$ cat src/rtl/tf_exp_gen.sv
// tf_exp_gen: twiddle-exponent sequencer for one radix-4 DIF FFT stage.
// Walks every butterfly b of stage s. For each issued butterfly it drives the
// four leg exponents EXPk = k * (b mod L) * 4^s, where L = 4^(LOG4N-1-s).
// It also emits valid/index sidebands, delayed to line up with the ROM's TF outputs.
//
// Ports:
//   CLK, RST          clock, asynchronous active-high reset
//   START, STAGE      one-cycle stage request and stage number (sampled in IDLE)
//   STALL             back-pressure; holds the butterfly walk while high
//   BUSY, ERR, DONE   status: stage active, bad-stage pulse, end-of-stage pulse
//   EXP0..EXP3        ROM read addresses for legs 0..3 (EXP0 is always 0)
//   EXP_VLD, BF_IDX   new butterfly on EXP0..3 and its index
//   TF_VLD, TF_IDX    EXP_VLD/BF_IDX delayed by ROM_LAT cycles
module tf_exp_gen #(
  parameter  int unsigned LOG4N   = 6,
  parameter  int unsigned ROM_LAT = 1,
  localparam int unsigned EW      = 2 * LOG4N,
  localparam int unsigned BW      = 2 * LOG4N - 2
) (
  input  logic          CLK,
  input  logic          RST,
  input  logic          START,
  input  logic [2:0]    STAGE,
  input  logic          STALL,
  output logic          BUSY,
  output logic          ERR,
  output logic [EW-1:0] EXP0,
  output logic [EW-1:0] EXP1,
  output logic [EW-1:0] EXP2,
  output logic [EW-1:0] EXP3,
  output logic          EXP_VLD,
  output logic [BW-1:0] BF_IDX,
  output logic          TF_VLD,
  output logic [BW-1:0] TF_IDX,
  output logic          DONE
);

  localparam int unsigned NBF = 1 << BW;
  localparam int unsigned LW  = (ROM_LAT > 1) ? $clog2(ROM_LAT) : 1;

  typedef enum logic [1:0] {S_IDLE, S_RUN, S_FLUSH, S_FIN} state_t;

  state_t        r_state, w_next;
  logic [BW:0]   r_b, w_b_nxt, w_iss_b;   // r_b = next butterfly to issue
  logic [2:0]    r_s, w_s_nxt;
  logic [LW-1:0] r_fcnt, w_fcnt_nxt;
  logic          w_issue, w_err;

  logic [4:0]    w_jsh;
  logic [EW-1:0] w_mask, w_j, w_m, w_m2, w_m3;

  logic          r_busy, r_err, r_done, r_exp_vld;
  logic [EW-1:0] r_exp1, r_exp2, r_exp3;
  logic [BW-1:0] r_bf_idx;
  logic          r_vld_dl [ROM_LAT];
  logic [BW-1:0] r_idx_dl [ROM_LAT];

  // Next-state and issue decision
  always_comb begin
    w_next     = r_state;
    w_b_nxt    = r_b;
    w_s_nxt    = r_s;
    w_fcnt_nxt = r_fcnt;
    w_iss_b    = r_b;
    w_issue    = 1'b0;
    w_err      = 1'b0;
    case (r_state)
      S_IDLE: begin
        if (START) begin
          if (32'(STAGE) < LOG4N) begin
            // Butterfly 0 goes out on the accepting edge
            w_next  = S_RUN;
            w_s_nxt = STAGE;
            w_iss_b = '0;
            w_issue = 1'b1;
            w_b_nxt = (BW+1)'(1);
          end else begin
            w_err = 1'b1;
          end
        end
      end
      S_RUN: begin
        if (r_b == (BW+1)'(NBF)) begin
          // Last butterfly is on the outputs now; drain the ROM pipeline
          w_next     = S_FLUSH;
          w_fcnt_nxt = '0;
        end else if (!STALL) begin
          w_issue = 1'b1;
          w_b_nxt = r_b + (BW+1)'(1);
        end
      end
      S_FLUSH: begin
        if (r_fcnt == LW'(ROM_LAT - 1)) w_next = S_FIN;
        else                            w_fcnt_nxt = r_fcnt + LW'(1);
      end
      default: w_next = S_IDLE;
    endcase
  end

  // Exponent arithmetic: j = low 2*(LOG4N-1-s) bits of b, m = j << 2s
  always_comb begin
    w_jsh  = 5'(2 * (LOG4N - 1)) - 5'({w_s_nxt, 1'b0});
    w_mask = EW'((EW'(1) << w_jsh) - EW'(1));
    w_j    = EW'(w_iss_b[BW-1:0]) & w_mask;
    w_m    = EW'(w_j << {w_s_nxt, 1'b0});
    w_m2   = {w_m[EW-2:0], 1'b0};
    w_m3   = w_m + w_m2;
  end

  // State, control and registered outputs
  always_ff @(posedge CLK or posedge RST) begin
    if (RST) begin
      r_state   <= S_IDLE;
      r_b       <= '0;
      r_s       <= '0;
      r_fcnt    <= '0;
      r_busy    <= 1'b0;
      r_err     <= 1'b0;
      r_done    <= 1'b0;
      r_exp_vld <= 1'b0;
      r_exp1    <= '0;
      r_exp2    <= '0;
      r_exp3    <= '0;
      r_bf_idx  <= '0;
    end else begin
      r_state   <= w_next;
      r_b       <= w_b_nxt;
      r_s       <= w_s_nxt;
      r_fcnt    <= w_fcnt_nxt;
      r_busy    <= (w_next != S_IDLE);
      r_err     <= w_err;
      r_done    <= (w_next == S_FIN);
      r_exp_vld <= w_issue;
      // Exponents hold while stalled so the ROM output stays stable
      if (w_issue) begin
        r_exp1   <= w_m;
        r_exp2   <= w_m2;
        r_exp3   <= w_m3;
        r_bf_idx <= w_iss_b[BW-1:0];
      end
    end
  end

  // TF sideband delay line; free-running, never gated by STALL
  always_ff @(posedge CLK or posedge RST) begin
    if (RST) begin
      for (int i = 0; i < ROM_LAT; i++) begin
        r_vld_dl[i] <= 1'b0;
        r_idx_dl[i] <= '0;
      end
    end else begin
      r_vld_dl[0] <= r_exp_vld;
      r_idx_dl[0] <= r_bf_idx;
      for (int i = 1; i < ROM_LAT; i++) begin
        r_vld_dl[i] <= r_vld_dl[i-1];
        r_idx_dl[i] <= r_idx_dl[i-1];
      end
    end
  end

  assign BUSY    = r_busy;
  assign ERR     = r_err;
  assign DONE    = r_done;
  assign EXP0    = '0;
  assign EXP1    = r_exp1;
  assign EXP2    = r_exp2;
  assign EXP3    = r_exp3;
  assign EXP_VLD = r_exp_vld;
  assign BF_IDX  = r_bf_idx;
  assign TF_VLD  = r_vld_dl[ROM_LAT-1];
  assign TF_IDX  = r_idx_dl[ROM_LAT-1];

endmodule

$ cat config.mk
export PLATFORM = sky130hd
export DESIGN_NAME = tf_exp_gen
export DESIGN_NICKNAME = d
export VERILOG_FILES = /design/src/rtl/tf_exp_gen.sv
export SDC_FILE = /design/constraint.sdc
export NUM_CORES = 1
export LEC_CHECK = 0
export BUFFER_PORTS_ARGS = -buffer_cell sky130_fd_sc_hd__buf_2
export CORE_ASPECT_RATIO = 0.6
export CORE_MARGIN = 3
export CORE_UTILIZATION = 44
export DETAILED_ROUTE_END_ITERATION = 10
export MAX_ROUTING_LAYER = met4
export PLACE_DENSITY = 0.67
export SLEW_MARGIN = 20
export SYNTH_ARGS = -nofsm -noshare
export SYNTH_HDL_FRONTEND = slang
export SYNTH_SLANG_ARGS = --single-unit
$ cat constraint.sdc
create_clock -name CLK -period 5.06 [get_ports CLK]
set_clock_uncertainty 0.15 [all_clocks]
set_input_delay 0.506 -clock CLK [delete_from_list [all_inputs] [get_ports CLK]]
set_output_delay 0.506 -clock CLK [all_outputs]
set_load 0.01 [all_outputs]
; ---- Word level (Yosys, flattened, before mapping)
; Cells that the tools add are included.
[totals]
register_bits = 77
output_inout_bits = 73
input_bits = 7
elab_cells = 65
[classes]
add_sub_neg = 5
n_shift = 2
n_eq_ne = 9
magnitude_cmp = 1
bitwise = 1
n_reduce_logical = 6
mux = 27
[op_table]
columns = op, count
row1 = $mux W11, 4
row2 = $mux W10, 3
row3 = $pmux W11 S2, 1
row4 = $add A12 B12 Y12, 1
row5 = $and A10 B12 Y12, 1
row6 = $shl A1 B5 Y12 const A, 1
row7 = $shl A12 B4 Y12, 1
row8 = $sub A12 B2 Y12 const B, 1
row9 = $add A11 B1 Y11 const B, 1
row10 = $eq A11 B11 Y1 const B, 1
row11 = $ne A2 B2 Y1 const B, 5
row12 = $mux W1, 9
row13 = $mux W3, 3
row14 = $mux W2, 4
row15 = $pmux W2 S3, 1
row16 = $reduce_bool A2 Y1, 3
row17 = $reduce_and A5 Y1, 1
row18 = $sub A4 B4 Y5 const A, 1
row19 = $eq A2 B2 Y1 const B, 2
row20 = $pmux W1 S2, 2
row21 = $lt A3 B3 Y1 const B, 1
row22 = $eq A2 B1 Y1 const B, 1
row23 = $logic_not A2 Y1, 1
row24 = $reduce_and A2 Y1, 1
row25 = $add A1 B1 Y1 const B, 1

; ---- Depth between registers and ports, before layout
; Gate-level depths: netlist (run 1).
[logic_depth]
word_depth = 10
ltp_mapped = 19

; ---- Least setup slack after synthesis (run 1)
; Ideal clock, no wire load.
[synth_path]
kind = flip-flop to flip-flop
start = reg r_state[0]
end = reg r_exp3[11] (netlist: EXP3[11])
synth_period_minus_slack_ns = 4.188
stages_incl_launch_ff = 17
setup_time_ns = 0.136
slack_ns = 0.872
t_arrival_ns = 3.901
cell_sequence = dfrtp_1 buf_6 or4b_2 o21ai_1 inv_1 ha_1 o211ai_1 a21oi_1 and2_1 fa_1 a21o_1 a211oi_1 nor2_1 o41ai_1 o21ai_0 xnor2_1 a21oi_1
[synth_via]
elab_chain_cells = 8
word_cells_on_any_way = 11
[synth_rtl]
columns = element, line_no
row1 = start: declaration, 43  ; state_t r_state, w_next;
row2 = start signal: assignment, 126  ; r_state <= w_next;
row3 = $logic_not A2 Y1 *, 67  ; case (r_state)
row4 = $mux W3, 67
row5 = $sub A4 B4 Y5, 102  ; w_jsh = 5'(2 * (LOG4N - 1)) - 5'({w_s_nxt, 1'b0});
row6 = $shl A1 B5 Y12, 103  ; w_mask = EW'((EW'(1) << w_jsh) - EW'(1));
row7 = $sub A12 B2 Y12, 103
row8 = $and A10 B12 Y12, 104  ; w_j = EW'(w_iss_b[BW-1:0]) & w_mask;
row9 = $shl A12 B4 Y12 *, 105  ; w_m = EW'(w_j << {w_s_nxt, 1'b0});
row10 = net w_m[2], 50  ; logic [EW-1:0] w_mask, w_j, w_m, w_m2, w_m3;
row11 = $add A12 B12 Y12 *, 107  ; w_m3 = w_m + w_m2;
row12 = end signal: assignment, 138  ; r_exp3 <= w_m3;
row13 = end: declaration, 53  ; logic [EW-1:0] r_exp1, r_exp2, r_exp3;
; Mark *: on every way through the listed nets, which the timed path passes. The rest lies on a longest branch.
; A chain may end at the register's enable or synchronous reset.

; ---- Worst setup path in the final report (run 1)
; Ends and elaborated chain as after synthesis.

==> Flow_metrics.wiki, run 1 <==
{| class="wikitable"
! Metric !! Value
|-
| Run status || completed
|-
| Global-route track usage on met3 || 0.0631
|-
| Signed area change from the synthesized netlist to the final layout || 16.8%
|-
| Smallest hold slack || 0.222 ns
|-
| Routed via count || 2,847
|-
| Worst stage delay on the critical path || 0.71 ns
|-
| Number of flops mapped to enable cells by yosys || 0
|-
| Total congestion overflow || 0
|-
| Cell area after synthesis || 0.00352 sq mm
|-
| Number of global-route vias before repair || 2,617
|-
| Min-Delay Path Class || flip-flop to flip-flop
|-
| Area of the core region || 0.00751 sq mm
|-
| Fraction of synthesis flops using an asynchronous set or reset pin || 1.00
|-
| Antenna-violating nets left || 0
|-
| Initial DRT Pass Iterations || 5
|-
| Site row count || 24
|-
| Routed wire length || 8840 microns
|-
| Overall die height || 75.3 microns
|-
| Filler cells || 702
|-
| Crit-path cells || or4b_2 -> o21ai_1 -> inv_1 -> ha_1 -> nor3_1 -> nor2_1 -> nand4b_1 -> a31o_2 -> o31ai_1 -> ha_1 -> o21ai_0 -> nand2b_1 -> o41ai_1 -> o21ai_0 -> xnor2_1 -> a21oi_1
|-
| Max transition margin || 0.453
|-
| Maximum capacitance violations || 0
|-
| Post-CTS Setup Inserts || 0
|-
| Share of the core filled with cells in the final layout || 0.548
|-
| Detail-routed net length per standard cell || 16.7 microns
|-
| Effective utilization at floorplan || 0.469
|-
| Clock Tree Buf Depth || 2
|-
| Final min period || 4.74 ns
|-
| Final period util || 0.936
|-
| Largest family of logic cells by synthesized area || simple AND/OR/NAND/NOR gates
|-
| Most used routing layer in global routing || met1
|-
| Pwr per Cell Area || 439 mW/mm^2
|-
| Multiplexer share of the synthesized area || 0.0597
|-
| Clock tree from TritonCTS || yes
|-
| Initial DRC count || 240
|-
| Final number of setup-violating endpoints || 0
|-
| Width of the die || 121 microns
|-
| Unrepaired setup endpoints after global routing || false
|-
| Type of the worst setup path || flip-flop to flip-flop
|-
| Compound-gate portion of the synthesized area || 0.122
|-
| Peak supply drop || 0.000200 V
|-
| Initial antenna violation count || 0
|-
| Fraction of final layout cells sized beyond drive strength 1 || 0.257
|-
| GR met1 Demand/Resource || 0.328
|-
| Number of remaining DRC errors || 0
|-
| Worst-margin pin slew || 0.820 ns
|-
| Static leakage power || 2.15 nW
|-
| DP HPWL || 6370 microns
|-
| Accumulated negative setup slack || 0 ns
|-
| Worst setup SP type || flip-flop
|-
| Detail-routed via count per cell || 5.39
|-
| Root Buffer Master || sky130_fd_sc_hd__clkbuf_16
|-
| GR met2 Demand/Resource || 0.283
|-
| Mean post-synth cell area || 9.73 sq um
|-
| Number of ports placed on the die boundary || 80
|-
| Slowest library cell on the worst path || sky130_fd_sc_hd__or4b_2
|-
| First-pass GRT wire length || 14,500 microns
|-
| Endpoint kind of the worst setup timing path || flip-flop
|-
| Count of antenna diodes in the layout || 0
|-
| Combined global-route utilization of all metal layers || 0.218
|-
| Share of synthesized area occupied by flip-flops and latches || 0.455
|-
| Synthesized-area fraction occupied by adder cells || 0.0519
|-
| Total die area || 0.00915 sq mm
|-
| Start point of the critical path || r_state[0]
|-
| RR Startpoint || r_state[0]
|-
| Instance count of the mapped netlist || 362
|-
| Sink Count || 64
|-
| Hold violation total from the final report || 0
|-
| Post-synthesis register bit count || 64
|-
| Total cell area at the placement stage || 0.00385 sq mm
|-
| Finished Cell Area || 0.00411 sq mm
|-
| NumNets Final || 441
|-
| Buffers on Ports || 66
|-
| Beginning of the worst hold path || EXP_VLD
|-
| Distinct cell type count after synthesis || 59
|-
| Maximum achievable frequency || 211 MHz
|-
| CTS clock-pin slew for the worst setup and hold paths || 0.05 ns
|-
| Total power draw || 1.81 mW
|-
| Peak fanout along the critical path || 9
|-
| Commonest register cell after synthesis || sky130_fd_sc_hd__dfrtp_1
|-
| Final Wtd Congestion || 0.921
|-
| Final-report max-slew violation count || 0
|-
| CTS H-tree lvls || 3
|-
| Count of warnings emitted by yosys || 0
|-
| Simple logic cell fraction of the synthesized area || 0.180
|-
| Arrival time at the worst endpoint || 4.83 ns
|-
| Critical Path RT || 5.15 ns
|-
| Clock latency reported for the late side of the worst-skew pair || 0.33 ns
|-
| Xor and xnor fraction of the mapped netlist area || 0.0423
|-
| Number of buffers created by CTS || 9
|-
| Pin count of the biggest net entering global routing || 65
|}
## stage by stage
| stage | worst slack (ns) | cells |
|---|---|---|
| 2_1_floorplan | 0.872 | 374 |
| 3_3_place_gp | 0.294 | 513 |
| 3_5_place_dp | 0.325 | 513 |
| 4_1_cts | 0.394 | 528 |
| 5_1_grt | 0.0211 | 528 |
| 6_report | 0.321 | 528 |
## Yosys cell counts, drive strengths merged, types with 4 or more instances
cell / n / area [sq um]
nor3b: 5 / 37.5
a21oi: 16 / 80.1
nor2: 42 / 158
and3: 6 / 37.5
nand2b: 4 / 25.0
nand3: 8 / 40.0
xor2: 11 / 96.3
nor2b: 5 / 31.3
a21o: 4 / 30.0
nor3: 5 / 25.0
inv: 14 / 52.6
clkbuf: 12 / 45.0
nor4: 4 / 25.0
o21ai: 18 / 93.8
buf: 29 / 211
mux2: 8 / 90.1
ha: 13 / 163
nand2: 29 / 109
dfrtp: 64 / 1600
xnor2: 6 / 52.6
mux2i: 12 / 120
## metal layers
metal | wire length (microns) | vias to the layer above
met5 | 0 | -
met4 | 70 | 0
met3 | 723 | 9
met2 | 3490 | 121
met1 | 4560 | 1366
li1 | - | 1351
## worst max-delay path: cells and delay by family (launching register included)
family          cells  cell delay (ns)
buf+inv             1             0.15
flops               1             0.47
xor+xnor            1             0.16
compound gates      7             1.51
fa+ha+maj           2             0.80
simple gates        5             1.41
## what timing repair did
action                                  4_1_cts  5_1_grt
gates resized for setup                       0        1
endpoints found under the setup margin        0        1
hold buffers                                  0        0
## final cells by class
class                           count  area, sq um  area share
Timing Repair Buffer               76          405      0.0986
Sequential cell                    64         1600       0.390
Multi-Input combinational cell    255         1670       0.405
Clock inverter                      4         22.5     0.00548
Inverter                           14         52.6      0.0128
Clock buffer                       11          233      0.0566
Tap cell                          104          130      0.0316
## kinds of logic after synthesis
| group | Yosys count |
|---|---|
| adders and majority gates | 14 |
| buffers and inverters | 55 |
| DFF | 64 |
| xor gates and xnor gates | 17 |
| muxes | 20 |
| other | 1 |
| AOI/OAI and AO/OA | 65 |
| and+or+nand+nor | 126 |
## state kept, by name, summed over array words and instances, names as in the netlist
name	count
BF_IDX	10
BUSY	1
DONE	1
ERR	1
EXP1	12
EXP3	11
EXP_VLD	1
TF_IDX	10
TF_VLD	1
r_b	11
r_s	3
r_state	2
## layout by cell type (no fill, tap or decap), types with 12 or more instances in the layout
cell | synthesis | layout
sky130_fd_sc_hd__ha_1 | 13 | 13
sky130_fd_sc_hd__conb_1 | 1 | 13
sky130_fd_sc_hd__nand2_1 | 29 | 29
sky130_fd_sc_hd__o21ai_0 | 16 | 16
sky130_fd_sc_hd__dfrtp_1 | 64 | 64
sky130_fd_sc_hd__a21oi_1 | 16 | 16
sky130_fd_sc_hd__mux2i_1 | 12 | 12
sky130_fd_sc_hd__nor2_1 | 42 | 42
sky130_fd_sc_hd__buf_2 | 1 | 66
sky130_fd_sc_hd__inv_1 | 13 | 12
## path summary, 6_finish.rpt
| check | end | slack (ns) | cells after the start |
|---|---|---|---|
| min | TF_VLD | 0.22 | 0 |
| max in group asynchronous | EXP1[5] | 3.95 | 3 |
| max | EXP3[11] | 0.32 | 16 |
| min in group asynchronous | BF_IDX[4] | 0.26 | 3 |
| min reg2reg | TF_VLD | 0.22 | 0 |
| max reg2reg | EXP3[11] | 0.32 | 16 |
## report_power, final
group	switching [mW]	total [mW]	internal, mW	leakage [nW]
Sequential	0.111	0.738	0.627	0.814
Combinational	0.307	0.532	0.225	1.21
Clock	0.210	0.535	0.325	0.125
(Power assumes the default switching activity.)
==> run 2: changes to the inputs <==
- BUFFER_PORTS_ARGS: -buffer_cell sky130_fd_sc_hd__buf_2 -> default
- DONT_BUFFER_PORTS: default -> 1
- PLACE_DENSITY: 0.67 -> default
- REMOVE_ABC_BUFFERS: default -> 1
==> run 2 against run 1 <==
Effect of this change:
- via count shrank 8.3%
- first-iteration DRC count is the same
- utilization shrank 3.4 points
- final cell count shrank 12%
- maximum frequency grew 4.8%
- the run now ends with negative hold slack left
- clock power grew 23%
- critical path type unchanged
- register-to-register slack gained 0.22 ns
- die area is the same
- sequential cell count is the same
- largest power group unchanged
==> Flow_metrics.wiki, run 2 (synthesized netlist as in run 1, its figures left out) <==
{| class="wikitable"
! Metric !! Value
|-
| CTS H-tree lvls || 3 (unchanged)
|-
| Final-report max-slew violation count || 0 (unchanged)
|-
| Number of buffers created by CTS || 9 (unchanged)
|-
| Critical Path RT || 5.09 ns (-0.06 ns)
|-
| Clock tree from TritonCTS || yes
|-
| Smallest hold slack || -0.00463 ns (-0.226 ns)
|-
| Number of resized instances in the post-cts repair step || 0 (unchanged)
|-
| Antenna-violating nets left || 0 (unchanged)
|-
| Unrepaired setup endpoints after global routing || false
|-
| Failing checks || negative hold slack
|-
| Initial DRT Pass Iterations || 5 (unchanged)
|-
| Number of buffers inserted by hold repair at cts || 0 (unchanged)
|-
| First-pass GRT wire length || 13,900 microns (-4.1%)
|-
| Buffers on Ports || 0 (-100%)
|-
| Setup Slack @ Placement || 0.591 ns (+0.266 ns)
|-
| Filler cells || 718 (+2.3%)
|-
| Commonest cells after routing, fill and taps aside || sky130_fd_sc_hd__dfrtp_1, sky130_fd_sc_hd__nor2_1, sky130_fd_sc_hd__nand2_1
|-
| Max transition margin || 0.525 (+0.0716)
|-
| Most common library cell in the layout ignoring fill and taps || sky130_fd_sc_hd__dfrtp_1
|-
| Initial DRC count || 240 (unchanged)
|-
| Run status || finished, violations left
|-
| Number of ports placed on the die boundary || 80 (unchanged)
|-
| Root Buffer Master || sky130_fd_sc_hd__clkbuf_16
|-
| Fraction of power spent switching nets || 0.341 (-0.00696)
|-
| Area of the core region || 0.00751 sq mm (unchanged)
|-
| Least setup slack across all paths after layout || 0.541 ns (+0.219 ns)
|-
| Clock latency reported for the late side of the worst-skew pair || 0.32 ns (about the same)
|-
| Accumulated negative setup slack || 0 ns (unchanged)
|-
| NumNets Final || 377 (-15%)
|-
| Pwr per Cell Area || 475 mW/mm^2 (+8.3%)
|-
| Internal Dissipation || 1.21 mW (+2.6%)
|-
| Final min period || 4.52 ns (-0.219 ns)
|-
| Number of remaining DRC errors || 0 (unchanged)
|-
| Final number of setup-violating endpoints || 0 (unchanged)
|-
| Signed area change from the synthesized netlist to the final layout || 9.49%
|-
| Effective utilization at floorplan || 0.469 (unchanged)
|-
| Sequential share of power || 0.444 (+0.035)
|-
| Hold violation total from the final report || 5 (+5)
|-
| Maximum achievable frequency || 221 MHz (+4.8%)
|-
| Sink Count || 64 (unchanged)
|-
| Worst-margin pin slew || 0.705 ns (-0.115 ns)
|-
| Fraction of final layout cells sized beyond drive strength 1 || 0.130 (-0.127)
|-
| Width of the die || 121 microns (unchanged)
|-
| Routed wire length || 8790 microns (-0.66%)
|-
| CTS clock-pin slew for the worst setup and hold paths || 0.06 ns (about the same)
|-
| Endpoint kind of the worst setup timing path || flip-flop
|-
| Peak fanout along the critical path || 9 (unchanged)
|-
| Count of antenna diodes in the layout || 0 (unchanged)
|-
| Arrival time at the worst endpoint || 4.55 ns (-0.28 ns)
|-
| Detail-routed via count per cell || 5.62 (+4.1%)
|-
| Site row count || 24 (unchanged)
|-
| Routed via count || 2,611 (-8.3%)
|-
| Post-CTS Setup Inserts || 0 (unchanged)
|-
| Min-Delay Path Class || input pin to asynchronous set/reset pin
|-
| Final period util || 0.893 (-0.0433)
|-
| Detail-routed net length per standard cell || 18.9 microns (+13%)
|-
| Switching power total || 0.625 mW (-0.51%)
|-
| Clock Tree Buf Depth || 2 (unchanged)
|-
| Portion of total power attributed to combinational logic || 0.197 (-0.098)
|-
| Combined global-route utilization of all metal layers || 0.209 (-0.00886)
|-
| Final Wtd Congestion || 0.931 (+1.1%)
|-
| Part of the total power dissipated in the clock network || 0.359 (+0.062)
|-
| Static leakage power || 1.87 nW (-13%)
|-
| Worst setup SP type || flip-flop
|-
| Number of flip-flops in the largest register || 12 (unchanged)
|-
| Type of the worst setup path || flip-flop to flip-flop
|-
| Total congestion overflow || 0 (unchanged)
|-
| Pin count of the biggest net entering global routing || 37 (-43%)
|-
| Total die area || 0.00915 sq mm (unchanged)
|-
| Maximum capacitance violations || 0 (unchanged)
|-
| Initial antenna violation count || 0 (unchanged)
|-
| DP HPWL || 6440 microns (+0.96%)
|-
| Peak supply drop || 0.000192 V (-4.3%)
|-
| Overall die height || 75.3 microns (unchanged)
|-
| Number of global-route vias before repair || 2,465 (-5.8%)
|}
## run 2: cell types whose count changed in the layout (fill, tap and decap cells not counted), sizes merged
cell      delta
bufinv       +2
clkbuf       -2
buf         -64
clkinv       -1
inv          +1
clkinvlp     +1
## run 2: power by group through the flow
| stage | Combinational (mW) | Sequential (mW) | Clock (mW) |
|---|---|---|---|
| after floorplan | 0.278 | 0.774 | 0 |
| after global placement | 0.350 | 0.822 | 0 |
| after detailed placement | 0.358 | 0.825 | 0 |
| after CTS | 0.361 | 0.816 | 0.673 |
| after global routing | 0.411 | 0.834 | 0.703 |
| final | 0.361 | 0.814 | 0.658 |
## run 2: through the flow
stage	util	power [mW]	instance area [sq um]	std cells
after detailed placement	0.471	1.18	3540	449
final	0.514	1.83	3850	465
after global placement	0.471	1.17	3540	449
after global routing	0.514	1.95	3850	465
after floorplan	-	1.05	3310	333
after CTS	0.514	1.85	3850	465
## run 2: worst paths after layout
kind | start | to | slack (ns) | cells after the start
worst min register to register | EXP_VLD | TF_VLD | 0.29 | 0
worst min-delay path | RST | TF_IDX[9] | -0.005 | 1
max in group asynchronous | RST | EXP3[11] | 3.85 | 2
worst max-delay path | r_state[0] | EXP3[11] | 0.54 | 16
min in group CLK | STAGE[2] | ERR | 0.27 | 2
worst max register to register | r_state[0] | EXP3[11] | 0.54 | 16
## run 2: routing by layer
metal,up-vias,GRT usage,routed length (microns)
li1,1220,-,-
met1,1263,0.309,4450
met2,118,0.256,3320
met3,10,0.0972,962
met4,0,0.0373,52
met5,-,-,0
## run 2: final cells by class
| class | instances | area [sq um] | share of cell area |
|---|---|---|---|
| Timing Repair Buffer | 12 | 90.1 | 0.0234 |
| Sequential cell | 64 | 1600 | 0.415 |
| Inverter | 14 | 52.6 | 0.0136 |
| Clock buffer | 9 | 225 | 0.0584 |
| Tap cell | 104 | 130 | 0.0338 |
| Multi-Input combinational cell | 255 | 1660 | 0.431 |
| Clock inverter | 7 | 93.8 | 0.0243 |
## run 2: critical path: stages, from the launching register on
cell	delay [ns]
sky130_fd_sc_hd__dfrtp_1	0.46
sky130_fd_sc_hd__or4b_2	0.70
sky130_fd_sc_hd__o21ai_1	0.12
sky130_fd_sc_hd__inv_1	0.15
sky130_fd_sc_hd__ha_1	0.41
sky130_fd_sc_hd__nand2_1	0.11
sky130_fd_sc_hd__nand3_1	0.08
sky130_fd_sc_hd__a21oi_1	0.16
sky130_fd_sc_hd__a41oi_1	0.06
sky130_fd_sc_hd__nor3_1	0.33
sky130_fd_sc_hd__ha_1	0.32
sky130_fd_sc_hd__o21ai_0	0.30
sky130_fd_sc_hd__nor2_1	0.11
sky130_fd_sc_hd__o41ai_1	0.44
sky130_fd_sc_hd__o21ai_0	0.21
sky130_fd_sc_hd__xnor2_1	0.17
sky130_fd_sc_hd__a21oi_1	0.09
